--- config.mk ---
export PLATFORM = sky130hd
export DESIGN_NAME = uart_baud_gen
export DESIGN_NICKNAME = d
export VERILOG_FILES = /design/src/rtl/uart_baud_gen.sv
export SDC_FILE = /design/constraint.sdc
export NUM_CORES = 1
export LEC_CHECK = 0
export ABC_AREA = 0
export CAP_MARGIN = 40
export CORE_UTILIZATION = 35
export DETAILED_ROUTE_END_ITERATION = 7
export GPL_ROUTABILITY_DRIVEN = 0
export PLACE_DENSITY = 0.62
export SYNTH_ARGS = -nofsm -noshare
export SYNTH_HDL_FRONTEND = slang
export SYNTH_SLANG_ARGS = --single-unit
--- constraint.sdc ---
create_clock -name PCLK -period 1.8 [get_ports PCLK]
set_input_delay 0.36 -clock PCLK [delete_from_list [all_inputs] [get_ports PCLK]]
set_output_delay 0.36 -clock PCLK [all_outputs]
set_load 0.03 [all_outputs]
--- src/rtl/uart_baud_gen.sv ---
// Fractional baud-rate tick generator: 16x oversample strobe (baud_clock) and
// 1x bit strobe (xmit_pulse), with optional 1/8-step fractional stretching.
module uart_baud_gen #(
  parameter bit BAUD_VAL_FRCTN_EN = 1'b0
) (
  input  logic        PCLK,
  input  logic        aresetn,
  input  logic [12:0] baud_val,
  input  logic [2:0]  baud_val_fraction,
  output logic        baud_clock,
  output logic        xmit_pulse
);

  logic [12:0] cnt;
  logic [2:0]  frac_idx;
  logic        ext_done;
  logic [3:0]  xcnt;

  logic        need_ext;
  logic        tick_event;

  // Ticks whose index falls below the fraction get one extra PCLK, spreading
  // the fractional remainder evenly over each group of eight ticks.
  assign need_ext   = BAUD_VAL_FRCTN_EN && (frac_idx < baud_val_fraction);
  assign tick_event = (cnt == 13'd0) && !(need_ext && !ext_done);

  // NOTE: every register here is sequential state, so it uses non-blocking
  // assignments and is cleared by the asynchronous reset.
  always_ff @(posedge PCLK or negedge aresetn) begin
    if (!aresetn) begin
      cnt        <= 13'd0;
      frac_idx   <= 3'd0;
      ext_done   <= 1'b0;
      xcnt       <= 4'd0;
      baud_clock <= 1'b0;
      xmit_pulse <= 1'b0;
    end else begin
      if (cnt != 13'd0) begin
        cnt <= cnt - 13'd1;
      end else if (need_ext && !ext_done) begin
        ext_done <= 1'b1;
      end else begin
        // baud_val is only sampled here, so mid-count changes apply at reload.
        cnt      <= baud_val;
        ext_done <= 1'b0;
        frac_idx <= frac_idx + 3'd1;
        xcnt     <= xcnt + 4'd1;
      end
      baud_clock <= tick_event;
      xmit_pulse <= tick_event && (xcnt == 4'd15);
    end
  end

endmodule

==> out/summary.log, run 1 <==
qor: logic_synthesis.ys_top_cells_by_area sky130_fd_sc_hd__dfrtp_1, sky130_fd_sc_hd__xnor2_1, sky130_fd_sc_hd__o21ai_0
qor: final_layout.final-instance-count-excl-fill 156
qor: setup_path.cp_max_stage_cell sky130_fd_sc_hd__or4_4
qor: setup_path.r2r_end xcnt[1]$_DFFE_PN0P_
qor: place.detailedPlace.worstSlack -174 ps
qor: setup_path.critPathTopFamily simple AND/OR/NAND/NOR gates
qor: detailed_routing.wl_per_cell 11.3 um
qor: setup_path.setup.reg_to_reg.worst_slack -50 ps
qor: clocking.clock-root-buffer sky130_fd_sc_hd__clkbuf_4
qor: setup_path.critical_path_required 2000 ps
qor: final_layout.layout-drive-gt1-share 0.286
qor: final_layout.insertedDiodeCount 0
qor: final_layout.final.fill_count 238
qor: hold_path.worstHoldPathType in2async
qor: logic_synthesis.post_synth_inst_count 89
qor: floorplan.chipWidth 53.5 um
qor: clocking.cts_buffers 3
qor: global_routing.number_of_antenna_violations_at_the_first_check_in_global_routing 0
qor: logic_synthesis.syn_nets 110
qor: logic_synthesis.synth_top_area_frac 0.512
qor: clocking.clk_pin_slew_worst_paths 110 ps
qor: setup_path.critPathCapture xcnt[1]$_DFFE_PN0P_
qor: pwr.irDropWorstVdd 409 uV
qor: logic_synthesis.synth-seq-cells 19
qor: pwr.pwr_density_cell 513 nW/um^2
qor: clocking.clock_tree_from_tritoncts done
qor: logic_synthesis.synth.yosys.seq_area_share 0.512
qor: pwr.power_leakage 0.565 nW
qor: pwr.power.net_switching 0.000150 W
qor: run.timing.max_cap.violations 0
qor: setup_path.cp-end-kind register
qor: logic_synthesis.asyncSetResetFlopFracSynth 1.00
qor: setup_path.timing.critical_path.fanout_max 8
qor: floorplan.start_util 0.371
qor: status.outcome complete, but fails checks
qor: logic_synthesis.synth_flop_cell sky130_fd_sc_hd__dfrtp_1
qor: timing.holdWs 371 ps
qor: detailed_routing.avgViaCountPerCell 4.74
qor: timing.rsz_0062_raised_after_global_routing true
qor: final_layout.layout.area.seq 475 um^2
qor: detailed_routing.antenna_left 0
qor: pwr.share_seq_of_total_power 0.621
qor: timing.post-route-min-period 1850 ps
qor: timing.max-slew-margin-rel 0.790
qor: timing.timing.clock.skew 4.83 ps
qor: floorplan.floorplan.die_area 2860 um^2
qor: detailed_routing.drt_pre_antenna_iters 4
qor: timing.final_hold_viol_count 0
qor: pwr.power.share.combinational 0.058
qor: final_layout.multiInputGateArea 462 um^2
qor: timing.maxSlewViolCount 0
qor: timing.setup_viol 2
qor: setup_path.worst-endpoint-arrival 2050 ps
qor: place.place.detailed.instances 148
qor: setup_path.timing.critical_path.slowest_cell_delay 580 ps
qor: detailed_routing.number_of_drc_markers_after_the_initial_detailed_route_iteration 6
qor: global_routing.globalRouteOverflowTotal 0
qor: global_routing.grt_use_total 0.148
qor: timing.setup_slack -49.2 ps
qor: status.violations setup timing
qor: clocking.clock_path_buffers 2
qor: pwr.cellInternalPower 0.000538 W
qor: detailed_routing.remaining_drc_errors 0
qor: clocking.clock_sinks 19
qor: final_layout.final_stage_net_count 148
qor: logic_synthesis.synth_area_leader_cell sky130_fd_sc_hd__dfrtp_1
qor: detailed_routing.vias 740
qor: setup_path.path_depth 4
qor: setup_path.path_cells or4_4 -> nor4_4 -> buf_6 -> mux2_4
qor: floorplan.floorplan.rows 18
qor: clocking.clk-insertion-delay-late 310 ps
qor: global_routing.via_count_of_the_first_global_routing_pass 654
qor: timing.fmax 541 MHz
qor: pwr.power_switching_share 0.218
qor: detailed_routing.detail_route.wirelength 1.76 mm
qor: setup_path.worst-path-buf-inv 1
qor: setup_path.crit-reg2reg-launch cnt[10]$_DFF_PN0_
qor: final_layout.area_growth 44.2%
qor: place.dp_hpwl 1.26 mm
qor: setup_path.setup.worst_path.start_class register
qor: pwr.clockPowerShare 0.321
qor: setup_path.critPathKind reg2reg
qor: floorplan.design.portCount 20
qor: logic_synthesis.mappedNetlistArea 928 um^2
qor: logic_synthesis.avgSynthCellArea 10.4 um^2
qor: logic_synthesis.synth.distinct_cells 24
qor: clocking.cts.htree.levels 1
qor: logic_synthesis.synth-warning-count 0
qor: floorplan.fp.coreArea 2500 um^2
qor: place.portBuffers 16
qor: logic_synthesis.count_of_flip_flops_with_a_built_in_enable_after_synthesis 0
qor: global_routing.grt_first_pass_wirelength 2.89 mm
qor: setup_path.worst_r2r_path_depth 4
qor: clocking.holdBufCountCts 0
qor: timing.fin_crit_sh 1.03
qor: global_routing.pin_count_of_the_biggest_net_entering_global_routing 20
qor: floorplan.die-height 53.5 um
qor: timing.transition_time_of_the_tightest_slew_check_pin 314 ps
qor: setup_path.worstSetupStartpoint cnt[10]$_DFF_PN0_
==> cell usage after synthesis (2+ instances only) <==
| library cell | count |
|---|---|
| sky130_fd_sc_hd__dfrtp_1 | 19 |
| sky130_fd_sc_hd__nand2_1 | 14 |
| sky130_fd_sc_hd__o21ai_0 | 12 |
| sky130_fd_sc_hd__xnor2_1 | 11 |
| sky130_fd_sc_hd__nor3_1 | 4 |
| sky130_fd_sc_hd__ha_1 | 3 |
| sky130_fd_sc_hd__nor2_1 | 3 |
| sky130_fd_sc_hd__buf_2 | 2 |
| sky130_fd_sc_hd__clkbuf_1 | 2 |
| sky130_fd_sc_hd__inv_1 | 2 |
| sky130_fd_sc_hd__nor4_1 | 2 |
| sky130_fd_sc_hd__or3_1 | 2 |
| sky130_fd_sc_hd__xor2_1 | 2 |
==> worst min-delay path by stage <==
| stage | start | slack, ps | cells after the start | endpoint |
|---|---|---|---|---|
| 2_1_floorplan | aresetn | 60 | 0 | baud_clock$_DFF_PN0_ |
| 4_1_cts | aresetn | 370 | 2 | baud_clock$_DFF_PN0_ |
| 6_report | aresetn | 370 | 2 | baud_clock$_DFF_PN0_ |
| 3_5_place_dp | xcnt[3]$_DFFE_PN0P_ | 470 | 1 | xcnt[3]$_DFFE_PN0P_ |
| 5_1_grt | aresetn | 390 | 2 | baud_clock$_DFF_PN0_ |
| 3_3_place_gp | xcnt[3]$_DFFE_PN0P_ | 460 | 1 | xcnt[3]$_DFFE_PN0P_ |
==> area by class of cell <==
cell class,count,share of cell area
Inverter,2,0.00561
Timing Repair Buffer,38,0.246
Tap cell,30,0.0280
Sequential cell,19,0.355
Multi-Input combinational cell,63,0.345
Clock inverter,1,0.00374
Clock buffer,3,0.0168
==> sequential cells by signal, summed over array words and instances (netlist names) <==
name,flops
xmit_pulse,1
xcnt,4
cnt,13
baud_clock,1
==> cells by family (layout without fill, tap and decap cells) <==
logic type	after synthesis	count (layout)	share of synthesized area
DFF	19	19	0.512
AOI/OAI and AO/OA	15	15	0.0863
buffers and inverters	7	44	0.0391
muxes	1	1	0.0121
xor gates and xnor gates	13	13	0.123
and+or+nand+nor	31	31	0.187
adders and majority gates	3	3	0.0404
==> stage by stage <==
step           power, W  cell area (um^2)  TNS (ps)  utilization
2_1_floorplan  0.000435               932      -165            -
3_3_place_gp   0.000475              1240      -513        0.494
3_5_place_dp   0.000476              1240      -765        0.494
4_1_cts        0.000697              1320     -94.5        0.528
5_1_grt        0.000718              1340      -661        0.536
6_report       0.000687              1340     -92.0        0.536
==> per-layer routing <==
metal | vias to the layer above | global-route usage | routed length (um)
li1 | 377 | - | -
met1 | 346 | 0.189 | 815
met2 | 13 | 0.210 | 827
met3 | 4 | 0.0575 | 78
met4 | 0 | 0.0833 | 36
met5 | - | 0 | 0
==> what timing repair did <==
item	in CTS	in global routing
pin swaps	2	0
setup buffers	4	0
setup endpoints to repair	14	17
gates resized for setup	5	5
==> cells in the final DEF, fill, tap and decap left out <==
cell type                         netlist  routed
sky130_fd_sc_hd__or4b_4                 0       1
sky130_fd_sc_hd__clkbuf_4               0       3
sky130_fd_sc_hd__inv_1                  2       2
sky130_fd_sc_hd__nor3_1                 4       2
sky130_fd_sc_hd__or3b_4                 0       1
sky130_fd_sc_hd__xnor2_1               11      11
sky130_fd_sc_hd__nor2_1                 3       3
sky130_fd_sc_hd__o31ai_1                1       1
sky130_fd_sc_hd__nor4_4                 1       2
sky130_fd_sc_hd__nor3_2                 0       2
sky130_fd_sc_hd__or4_4                  1       2
sky130_fd_sc_hd__o21ai_1                0       1
sky130_fd_sc_hd__clkinv_2               0       1
sky130_fd_sc_hd__or3_1                  2       2
sky130_fd_sc_hd__ha_1                   3       3
sky130_fd_sc_hd__mux2_4                 0       1
sky130_fd_sc_hd__nor4_2                 0       1
sky130_fd_sc_hd__a21oi_1                1       1
sky130_fd_sc_hd__xor2_1                 2       2
sky130_fd_sc_hd__buf_4                  0      21
sky130_fd_sc_hd__buf_6                  1       1
sky130_fd_sc_hd__a21o_1                 1       1
sky130_fd_sc_hd__dfrtp_1               19      19
sky130_fd_sc_hd__nand4_1                1       1
sky130_fd_sc_hd__o21ai_0               12      11
sky130_fd_sc_hd__nand2_1               14      14
sky130_fd_sc_hd__clkdlybuf4s50_1        0      16
==> power by group through the flow <==
stage,logic (W),registers (W),clock network (W)
global route,0.0000435,0.000427,0.000247
global placement,0.0000402,0.000435,0
CTS,0.0000410,0.000427,0.000230
finish,0.0000399,0.000427,0.000221
floorplan,0.000000322,0.000435,0
detailed placement,0.0000409,0.000435,0
No activity file was read; power rests on OpenSTA's default activity.
==> inputs of run 2 (changes only) <==
--- a/config.mk
+++ b/config.mk
@@ -7,10 +7,10 @@
 export LEC_CHECK = 0
 export ABC_AREA = 0
 export CAP_MARGIN = 40
-export CORE_UTILIZATION = 35
+export CORE_UTILIZATION = 40
 export DETAILED_ROUTE_END_ITERATION = 7
 export GPL_ROUTABILITY_DRIVEN = 0
-export PLACE_DENSITY = 0.62
+export PLACE_DENSITY = 0.69
 export SYNTH_ARGS = -nofsm -noshare
 export SYNTH_HDL_FRONTEND = slang
 export SYNTH_SLANG_ARGS = --single-unit
==> constraint.sdc (replaced) <==
create_clock -name PCLK -period 1.5 [get_ports PCLK]
set_input_delay 0.3 -clock PCLK [delete_from_list [all_inputs] [get_ports PCLK]]
set_output_delay 0.3 -clock PCLK [all_outputs]
set_load 0.03 [all_outputs]
==> out/summary.log, run 2 (synthesized netlist as in run 1, its figures left out) <==
qor: status.outcome complete, but fails checks
qor: status.violations setup timing
qor: setup_path.setup.worst_path.start_class register
qor: setup_path.cp_max_stage_cell sky130_fd_sc_hd__or4_4
qor: timing.timing.clock.skew 1.76 ps [-3.07 ps]
qor: pwr.power 0.000815 W [+19%]
qor: final_layout.insertedDiodeCount 0 [unchanged]
qor: run.timing.max_cap.violations 0 [unchanged]
qor: clocking.cts.htree.levels 1 [unchanged]
qor: floorplan.chipWidth 50.2 um [-6.2%]
qor: clocking.cts_buffers 3 [unchanged]
qor: floorplan.fp.coreArea 2190 um^2 [-12%]
qor: setup_path.timing.critical_path.slowest_cell_delay 570 ps [about the same]
qor: final_layout.mostFrequentLayoutCell sky130_fd_sc_hd__buf_4
qor: pwr.power_leakage 0.598 nW [+5.9%]
qor: detailed_routing.remaining_drc_errors 0 [unchanged]
qor: timing.setup_viol 19 [+17]
qor: pwr.share_seq_of_total_power 0.628 [+0.007]
qor: pwr.irDropWorstVdd 420 uV [+2.5%]
qor: global_routing.grt_use_total 0.175 [+0.0273]
qor: clocking.clk-insertion-delay-late 290 ps [-20 ps]
qor: timing.max-slew-margin-rel 0.803 [+0.0133]
qor: setup_path.path_cells or4_4 -> nor4_4 -> buf_6 -> mux2_4
qor: detailed_routing.detail_route.wirelength 1.92 mm [+9.1%]
qor: setup_path.timing.critical_path.fanout_max 6 [-2]
qor: floorplan.design.portCount 20 [unchanged]
qor: setup_path.worst-path-buf-inv 1 [unchanged]
qor: pwr.power_switching_share 0.204 [-0.0138]
qor: global_routing.pin_count_of_the_biggest_net_entering_global_routing 20 [unchanged]
qor: place.detailedPlace.worstSlack -483 ps [-309 ps]
qor: timing.fin_crit_sh 1.21 [+0.183]
qor: timing.transition_time_of_the_tightest_slew_check_pin 293 ps [-21.7 ps]
qor: final_layout.layout-drive-gt1-share 0.328 [+0.0425]
qor: clocking.clk_pin_slew_worst_paths 100 ps [about the same]
qor: pwr.clockPowerShare 0.313 [-0.008]
qor: timing.post-route-min-period 1820 ps [-33.7 ps]
qor: detailed_routing.wl_per_cell 12.1 um [+7.0%]
qor: setup_path.worst-endpoint-arrival 2000 ps [-50 ps]
qor: detailed_routing.drt_pre_antenna_iters 3 [-1]
qor: final_layout.final_stage_net_count 153 [+3.4%]
qor: pwr.power.net_switching 0.000166 W [+11%]
qor: timing.final_hold_viol_count 0 [unchanged]
qor: place.dp_hpwl 1.36 mm [+7.8%]
qor: setup_path.critPathKind reg2reg
qor: detailed_routing.avgViaCountPerCell 4.90 [+3.3%]
qor: global_routing.grt_first_pass_wirelength 3.29 mm [+14%]
qor: final_layout.multiInputGateArea 458 um^2 [-0.81%]
qor: final_layout.commonest_cells_after_routing_fill_and_taps_aside sky130_fd_sc_hd__buf_4, sky130_fd_sc_hd__dfrtp_1, sky130_fd_sc_hd__clkdlybuf4s50_1, sky130_fd_sc_hd__nand2_1, sky130_fd_sc_hd__xnor2_1
qor: timing.rsz_0062_raised_after_global_routing true
qor: hold_path.worstHoldPathType in2async
qor: setup_path.critical_path_required 1690 ps [-310 ps]
qor: clocking.holdBufCountCts 0 [unchanged]
qor: setup_path.cp-end-kind register
qor: detailed_routing.antenna_left 0 [unchanged]
qor: final_layout.largest_register_ff_count 13 [unchanged]
qor: clocking.clock_path_buffers 2 [unchanged]
qor: final_layout.max_flop_register cnt
qor: clocking.clock_sinks 19 [unchanged]
qor: place.portBuffers 16 [unchanged]
qor: floorplan.start_util 0.424 [+0.0524]
qor: pwr.power.share.combinational 0.060 [+0.002]
qor: setup_path.critPathTopFamily simple AND/OR/NAND/NOR gates
qor: floorplan.floorplan.rows 17 [-1]
qor: final_layout.final.fill_count 178 [-25%]
qor: final_layout.area_growth 49.3%
qor: clocking.clock-root-buffer sky130_fd_sc_hd__clkbuf_4
qor: timing.maxSlewViolCount 0 [unchanged]
qor: pwr.pwr_density_cell 588 nW/um^2 [+15%]
qor: timing.fmax 551 MHz [+1.9%]
qor: detailed_routing.number_of_drc_markers_after_the_initial_detailed_route_iteration 8 [+2]
qor: global_routing.globalRouteOverflowTotal 0 [unchanged]
qor: detailed_routing.vias 779 [+5.3%]
qor: floorplan.floorplan.die_area 2520 um^2 [-12%]
qor: floorplan.die-height 50.2 um [-6.2%]
qor: final_layout.largest_registers cnt x13, xcnt x4
qor: final_layout.layout.area.seq 475 um^2 [unchanged]
qor: clocking.clock_tree_from_tritoncts done
qor: timing.setup_slack -315 ps [-266 ps]
qor: global_routing.via_count_of_the_first_global_routing_pass 778 [+19%]
qor: global_routing.number_of_antenna_violations_at_the_first_check_in_global_routing 0 [unchanged]
qor: pwr.cellInternalPower 0.000649 W [+21%]
run 2: cell types whose count changed in the layout (fill, tap and decap cells not counted), sizes merged:
cell / previous run / this run
buf: 22 / 27
clkdlybuf4s50: 16 / 14
dlygate4sd2: 0 / 2
clkbuf: 3 / 4
clkinv: 1 / 0
run 2: worst paths after layout:
check / startpoint / to / slack, ps / cells after the start
max in group asynchronous: aresetn / cnt[10]$_DFF_PN0_ / 970 / 2
worst max-delay path: cnt[10]$_DFF_PN0_ / xcnt[1]$_DFFE_PN0P_ / -320 / 4
worst min register to register: xcnt[3]$_DFFE_PN0P_ / xcnt[3]$_DFFE_PN0P_ / 470 / 1
worst min-delay path: aresetn / xmit_pulse$_DFF_PN0_ / 320 / 2
min in group PCLK: xcnt[3]$_DFFE_PN0P_ / xcnt[3]$_DFFE_PN0P_ / 470 / 1
worst max register to register: cnt[10]$_DFF_PN0_ / xcnt[1]$_DFFE_PN0P_ / -320 / 4
run 2: layer usage:
layer,up-vias,wire [um],share of wire,track usage
met5,-,0,0,0
li1,387,-,-,-
met3,4,61,0.032,0.0212
met2,14,936,0.49,0.296
met4,0,35,0.018,0.0810
met1,374,884,0.46,0.221
run 2: layout make-up:
| type | count | share of cell area |
|---|---|---|
| sequential | 19 | 0.343 |
| timing repair buffer | 43 | 0.277 |
| multi-input combinational | 63 | 0.330 |
| inverter | 2 | 0.00542 |
| tap | 28 | 0.0253 |
| clock buffer | 4 | 0.0190 |
run 2: per-stage QoR:
stage | hold slack [ps] | cells | setup TNS [ps] | cell area [um^2] | utilization
after floorplan | 4.41 | 89 | -5470 | 932 | -
after global placement | 460 | 149 | -6820 | 1260 | 0.573
after detailed placement | 472 | 149 | -7740 | 1260 | 0.573
after CTS | 330 | 158 | -4560 | 1370 | 0.627
after global routing | 365 | 159 | -6040 | 1390 | 0.633
final | 325 | 159 | -4830 | 1390 | 0.633
run 2: power by group through the flow:
stage	logic, W	clock network (W)	registers (W)
6_report	0.0000487	0.000255	0.000512
2_1_floorplan	0.000000386	0	0.000522
3_3_place_gp	0.0000488	0	0.000522
3_5_place_dp	0.0000497	0	0.000522
4_1_cts	0.0000497	0.000264	0.000512
5_1_grt	0.0000532	0.000283	0.000512
run 2: worst reg2reg max path: stages (launching register included):
cell,delay (ps)
sky130_fd_sc_hd__dfrtp_1,400
sky130_fd_sc_hd__or4_4,570
sky130_fd_sc_hd__nor4_4,280
sky130_fd_sc_hd__buf_6,170
sky130_fd_sc_hd__mux2_4,300
run 2: timing repair:
action,4_1_cts,5_1_grt
pin swaps,3,1
cloned,1,0
setup buffers,4,1
gates resized for setup,20,7
setup endpoints to repair,21,19
